==> src/rtl/hex_keypad_entry.sv <==
// hex_keypad_entry
//   Scans a 4x4 hex keypad (Pmod KYPD) and shifts each debounced keypress into a
//   32-bit value for the seven-segment display path. Newest digit lands in data[3:0].
// Ports
//   clk        system clock, all logic on posedge
//   rst        synchronous active-high reset
//   clr        synchronous clear of data
//   row[3:0]   keypad rows, active-low, asynchronous
//   col[3:0]   keypad column drive, active-low, one-hot-low
//   data[31:0] accumulated digits
//   key_code   most recently accepted key
//   key_valid  1-cycle pulse per accepted key
//   pressed    high while an accepted key is still held
//
// state      | meaning
// IDLE       | no key, waiting for a single-key scan
// PRESS_DB   | candidate key seen, counting stable scans
// HELD       | key accepted, waiting for release
// RELEASE_DB | no key seen, counting stable empty scans
module hex_keypad_entry #(
   parameter int SCAN_CYCLES    = 8192,
   parameter int DEBOUNCE_SCANS = 4
) (
   input  logic        clk,
   input  logic        rst,
   input  logic        clr,
   input  logic [3:0]  row,
   output logic [3:0]  col,
   output logic [31:0] data,
   output logic [3:0]  key_code,
   output logic        key_valid,
   output logic        pressed
);

   localparam int CW  = (SCAN_CYCLES > 1) ? $clog2(SCAN_CYCLES) : 1;
   localparam int DBW = (DEBOUNCE_SCANS > 0) ? $clog2(DEBOUNCE_SCANS + 1) : 1;
   localparam logic [CW-1:0]  CNT_LAST = CW'(SCAN_CYCLES - 1);
   localparam logic [DBW-1:0] DB_LAST  = DBW'(DEBOUNCE_SCANS - 1);

   typedef enum logic [1:0] {IDLE, PRESS_DB, HELD, RELEASE_DB} state_t;

   state_t         state;
   logic [CW-1:0]  cnt;
   logic [1:0]     col_idx;
   logic [3:0]     row_s1, row_s2;
   logic           acc_one, acc_many;
   logic [3:0]     acc_code;
   logic [3:0]     cand;
   logic [DBW-1:0] db_cnt;

   function automatic logic [3:0] key_map(input logic [1:0] r, input logic [1:0] c);
      case ({r, c})
         4'h0: key_map = 4'h1;  4'h1: key_map = 4'h2;  4'h2: key_map = 4'h3;  4'h3: key_map = 4'hA;
         4'h4: key_map = 4'h4;  4'h5: key_map = 4'h5;  4'h6: key_map = 4'h6;  4'h7: key_map = 4'hB;
         4'h8: key_map = 4'h7;  4'h9: key_map = 4'h8;  4'hA: key_map = 4'h9;  4'hB: key_map = 4'hC;
         4'hC: key_map = 4'h0;  4'hD: key_map = 4'hF;  4'hE: key_map = 4'hE;  default: key_map = 4'hD;
      endcase
   endfunction

   logic [3:0] zeros;
   logic       col_one, col_many;
   logic [1:0] row_idx;
   logic       sample, end_scan;
   logic       sum_one, sum_many;
   logic [3:0] sum_code;
   logic       accept;

   always_comb begin
      zeros    = ~row_s2;
      col_one  = (zeros != 4'h0) && ((zeros & (zeros - 4'd1)) == 4'h0);
      col_many = (zeros != 4'h0) && !col_one;
      row_idx  = 2'd0;
      if (zeros[3]) row_idx = 2'd3;
      if (zeros[2]) row_idx = 2'd2;
      if (zeros[1]) row_idx = 2'd1;
      if (zeros[0]) row_idx = 2'd0;
      // A key in this column plus one from an earlier column also counts as multi-key.
      sum_many = acc_many | col_many | (acc_one & col_one);
      sum_one  = !sum_many && (acc_one || col_one);
      sum_code = col_one ? key_map(row_idx, col_idx) : acc_code;
      sample   = (cnt == CNT_LAST);
      end_scan = sample && (col_idx == 2'd3);
      accept   = end_scan && sum_one &&
                 (((state == IDLE) && (DEBOUNCE_SCANS == 1)) ||
                  ((state == PRESS_DB) && (sum_code == cand) && (db_cnt == DB_LAST)));
   end

   assign col = ~(4'b0001 << col_idx);

   always_ff @(posedge clk) begin
      if (rst) begin
         state     <= IDLE;
         cnt       <= '0;
         col_idx   <= 2'd0;
         row_s1    <= 4'hF;
         row_s2    <= 4'hF;
         acc_one   <= 1'b0;
         acc_many  <= 1'b0;
         acc_code  <= 4'h0;
         cand      <= 4'h0;
         db_cnt    <= '0;
         data      <= 32'h0;
         key_code  <= 4'h0;
         key_valid <= 1'b0;
         pressed   <= 1'b0;
      end else begin
         key_valid <= 1'b0;
         row_s1    <= row;
         row_s2    <= row_s1;

         if (sample) begin
            cnt     <= '0;
            col_idx <= col_idx + 2'd1;
            if (end_scan) begin
               acc_one  <= 1'b0;
               acc_many <= 1'b0;
               acc_code <= 4'h0;
            end else begin
               acc_one  <= sum_one;
               acc_many <= sum_many;
               acc_code <= sum_code;
            end
         end else begin
            cnt <= cnt + 1'b1;
         end

         if (accept) begin
            key_valid <= 1'b1;
            key_code  <= sum_code;
            data      <= {(clr ? 28'h0 : data[27:0]), sum_code};
         end else if (clr) begin
            data <= 32'h0;
         end

         if (end_scan) begin
            case (state)
               IDLE: begin
                  if (sum_one) begin
                     cand <= sum_code;
                     if (DEBOUNCE_SCANS == 1) begin
                        state   <= HELD;
                        pressed <= 1'b1;
                        db_cnt  <= '0;
                     end else begin
                        state  <= PRESS_DB;
                        db_cnt <= DBW'(1);
                     end
                  end
               end
               PRESS_DB: begin
                  if (sum_one && (sum_code == cand)) begin
                     if (db_cnt == DB_LAST) begin
                        state   <= HELD;
                        pressed <= 1'b1;
                        db_cnt  <= '0;
                     end else begin
                        db_cnt <= db_cnt + 1'b1;
                     end
                  end else begin
                     state  <= IDLE;
                     db_cnt <= '0;
                  end
               end
               HELD: begin
                  if (!sum_one) begin
                     state  <= RELEASE_DB;
                     db_cnt <= DBW'(1);
                  end
               end
               default: begin
                  if (!sum_one) begin
                     if (db_cnt >= DB_LAST) begin
                        state   <= IDLE;
                        pressed <= 1'b0;
                        db_cnt  <= '0;
                     end else begin
                        db_cnt <= db_cnt + 1'b1;
                     end
                  end else begin
                     state  <= HELD;
                     db_cnt <= '0;
                  end
               end
            endcase
         end
      end
   end

endmodule

==> config.mk <==
export PLATFORM = sky130hd
export DESIGN_NAME = hex_keypad_entry
export DESIGN_NICKNAME = d
export VERILOG_FILES = /design/src/rtl/hex_keypad_entry.sv
export SDC_FILE = /design/constraint.sdc
export NUM_CORES = 1
export LEC_CHECK = 0
export CORE_ASPECT_RATIO = 0.6
export CORE_MARGIN = 3
export CORE_UTILIZATION = 50
export CTS_BUF_LIST = sky130_fd_sc_hd__clkbuf_16
export DETAILED_ROUTE_END_ITERATION = 16
export PLACE_DENSITY = 0.84
export SYNTH_ARGS = -nofsm -noshare
export SYNTH_HDL_FRONTEND = slang
export SYNTH_SLANG_ARGS = --single-unit
==> constraint.sdc <==
create_clock -name clk -period 3.75 [get_ports clk]
set_clock_uncertainty 0.2 [all_clocks]
set_input_delay 0.75 -clock clk [delete_from_list [all_inputs] [get_ports clk]]
set_output_delay 0.75 -clock clk [all_outputs]
set_load 0.02 [all_outputs]
==> results.json <==
{
  "placed_cell_area_sq_mm": 0.004134,
  "p_sw_mw": 0.3891,
  "total_power_mw": 1.681,
  "synth_top_family_by_area": "simple AND/OR/NAND/NOR gates",
  "p_seq_share_pct": 49.0,
  "synth-edff-count": 0,
  "drtPass1Iterations": 5,
  "htreeDepth": 3,
  "post-route-min-period_ns": 3.355,
  "cts-hold-fix-buffers": 0,
  "clk_latency_ns": 0.33,
  "ctsRootBufferMaster": "clkbuf_16",
  "cts_resized": 0,
  "rsz0062_at_grt": "no",
  "hold_viol_final": 0,
  "row_count": 23,
  "dieArea_sq_mm": 0.008376,
  "status": "complete, no violations",
  "synthSimpleGateAreaFrac_pct": 22.51,
  "synth.distinct_cells": 58,
  "drcViolationCount": 0,
  "areaGrowthSynthToFinish_pct": 20.96,
  "gp_congestion": 0.8648,
  "ys_seq_elements": 76,
  "grt_pass1_vias": 2768,
  "die_y_um": 72.10,
  "synth_most_common_cell": "dfxtp_1",
  "num_vias": 2939,
  "route.detailed.wl_per_inst_um": 14.90,
  "timing.setup.tns_ns": 0,
  "cap_violations": 0,
  "nFillCells": 528,
  "setup_violations": 0,
  "initial_core_util_pct": 52.94,
  "viasPerCell": 5.545,
  "path_cells": "inv_1 > ha_1 > nor4b_1 > o32a_1 > a21oi_1 > xnor2_1 > and4_4 > buf_12 > mux2i_1",
  "antenna_found_initial": 0,
  "p_int_mw": 1.292,
  "io_pins": 49,
  "ir_worst_vdd_mv": 0.3318,
  "antenna_left": 0,
  "synth_area_sq_mm": 0.003641,
  "comb_power_share_pct": 4.8,
  "hold_class": "register to register",
  "end_kind": "register",
  "cts_tree": "built",
  "final_core_util_pct": 64.03,
  "drt-total-wl_um": 7899,
  "clock_sinks": 76,
  "start_kind": "register",
  "syn_nets": 410,
  "fmax_mhz": 298.0,
  "p_leak_nw": 1.581,
  "coreArea_sq_mm": 0.006878,
  "worstMarginPinSlew_ns": 0.6190,
  "synth_top_area_share_pct": 41.79,
  "final_nets": 455,
  "syn_area_per_cell_sq_um": 9.265,
  "ys_dominant_reg_cell": "dfxtp_1",
  "ctsLongestPathBuffers": 2,
  "path_max_fanout": 22,
  "critPathSlowestCell": "xnor2_1",
  "cts_buffers": 9,
  "crit_arrival_ns": 3.42,
  "synthAdderAreaFrac_pct": 3.711,
  "worstSetupPathType": "register to register",
  "dp_hpwl_um": 5742,
  "netlist_instances": 393,
  "design_area_sq_mm": 0.004404,
  "seq_area_frac_synth_pct": 41.79,
  "power_frac_clock_pct": 46.2,
  "slew_viol_final": 0,
  "die_w_um": 116.2,
  "crit_buf_inv": 2,
  "drive_gt1_share_pct": 10.16,
  "crit_family": "simple AND/OR/NAND/NOR gates",
  "synth-xor-area-share_pct": 3.849,
  "muxShareOfSynthArea_pct": 10.82,
  "synth-compound-area-share_pct": 10.62,
  "worstPathRequired_ns": 3.81,
  "yosys_warnings": 0,
  "critPathMaxStageDelay_ns": 0.53,
  "track_usage_pct": 20.14,
  "yosysTopAreaCell": "dfxtp_1",
  "async_flop_share_pct": 0,
  "grt_pass1_wl_um": 13280,
  "p_sw_share_pct": 23.15,
  "powerDensity_mw_per_mm2": 381.6,
  "grt_overflow": 0,
  "ys_top_cells_by_area": "dfxtp_1 42%, mux2i_1 9.9%, nand2_1 4.7%, nor2_1 3.8%, ha_1 3.4%",
  "port_buffers": 48,
  "insertedDiodeCount": 0,
  "hold_slack_ns": 0.2063,
  "grt_start_max_net_pins": 43,
  "period_share_pct": 89.48,
  "cts_setup_buffers": 0,
  "r2r_slack_ns": 0.39,
  "synth_common_cells": "76 x dfxtp_1, 46 x nand2_1, 37 x nor2_1",
  "slew-limit-headroom_pct": 58.43,
  "clk_pin_slew_ns": 0.06,
  "drt_iter0_drc": 313
}
==> sequential cells by signal, summed over array words and instances, names as in the netlist <==
register,count
data,32
cnt,13
acc_code,4
cand,4
key_code,4
row_s1,4
row_s2,4
db_cnt,3
col_idx,2
state,2
acc_many,1
acc_one,1
key_valid,1
pressed,1
==> cell families (layout without fill, tap and decap cells) <==
| logic type | Yosys count | in the layout |
|---|---|---|
| compound gates | 55 | 55 |
| xor+xnor | 16 | 16 |
| fa+ha+maj | 11 | 11 |
| buf+inv | 38 | 88 |
| flops | 76 | 76 |
| mux | 39 | 39 |
| simple gates | 158 | 158 |
==> through the flow <==
step	setup WS (ns)	std cells
finish	0.3946	530
global route	0.1887	530
CTS	0.4256	530
detailed placement	0.4694	514
global placement	0.6228	514
floorplan	0.7327	393
==> path summary, 6_finish.rpt <==
path                           start                        to  cells past startpoint
max reg2reg  col_idx[0]$_SDFFE_PP0P_  key_code[0]$_SDFFE_PP0P_                      9
min             row_s1[1]$_SDFF_PP1_      row_s2[1]$_SDFF_PP1_                      1
max          col_idx[0]$_SDFFE_PP0P_  key_code[0]$_SDFFE_PP0P_                      9
min reg2reg     row_s1[1]$_SDFF_PP1_      row_s2[1]$_SDFF_PP1_                      1
==> placed cells by master, fill, tap and decap left out, types with 3 or more instances in the layout <==
cell and instances:
a21boi_0 3, a21oi_1 15, a311oi_1 3, and3_1 7, buf_4 6, clkbuf_16 9
clkdlybuf4s50_1 48, dfxtp_1 76, ha_1 10, inv_1 17, mux2i_1 36, nand2_1 46
nand2b_1 7, nand3_1 12, nand4_1 5, nand4b_1 3, nor2_1 36, nor2b_1 4
nor3_1 7, o211ai_1 3, o21a_1 5, o21ai_0 4, o21ai_1 5, o32a_1 3
or2_2 11, or3b_2 3, xnor2_1 12, xor2_1 4
==> power by group through the flow <==
stage,Sequential (mW),Clock (mW),Combinational (mW)
4_1_cts,0.823,0.795,0.0795
2_1_floorplan,0.836,0,0.0637
5_1_grt,0.824,0.826,0.0889
6_report,0.823,0.777,0.0807
3_5_place_dp,0.840,0,0.0789
3_3_place_gp,0.840,0,0.0765
==> area by class of cell <==
class	count	area, sq um	area share, %
Clock buffer	9	225.2	5.114
Sequential cell	76	1521	34.55
Tap cell	87	108.9	2.472
Clock inverter	7	45.04	1.023
Multi-Input combinational cell	279	1878	42.64
Inverter	16	60.06	1.364
Timing Repair Buffer	56	565.5	12.84
==> routing by layer <==
layer	vias up	global-route usage [%]	wire, um
li1	1451	-	-
met1	1372	27.51	3838
met2	104	28.94	3368
met3	12	8.083	601
met4	0	7.079	91
met5	-	0	0
Power figures use the tool's default switching activity.
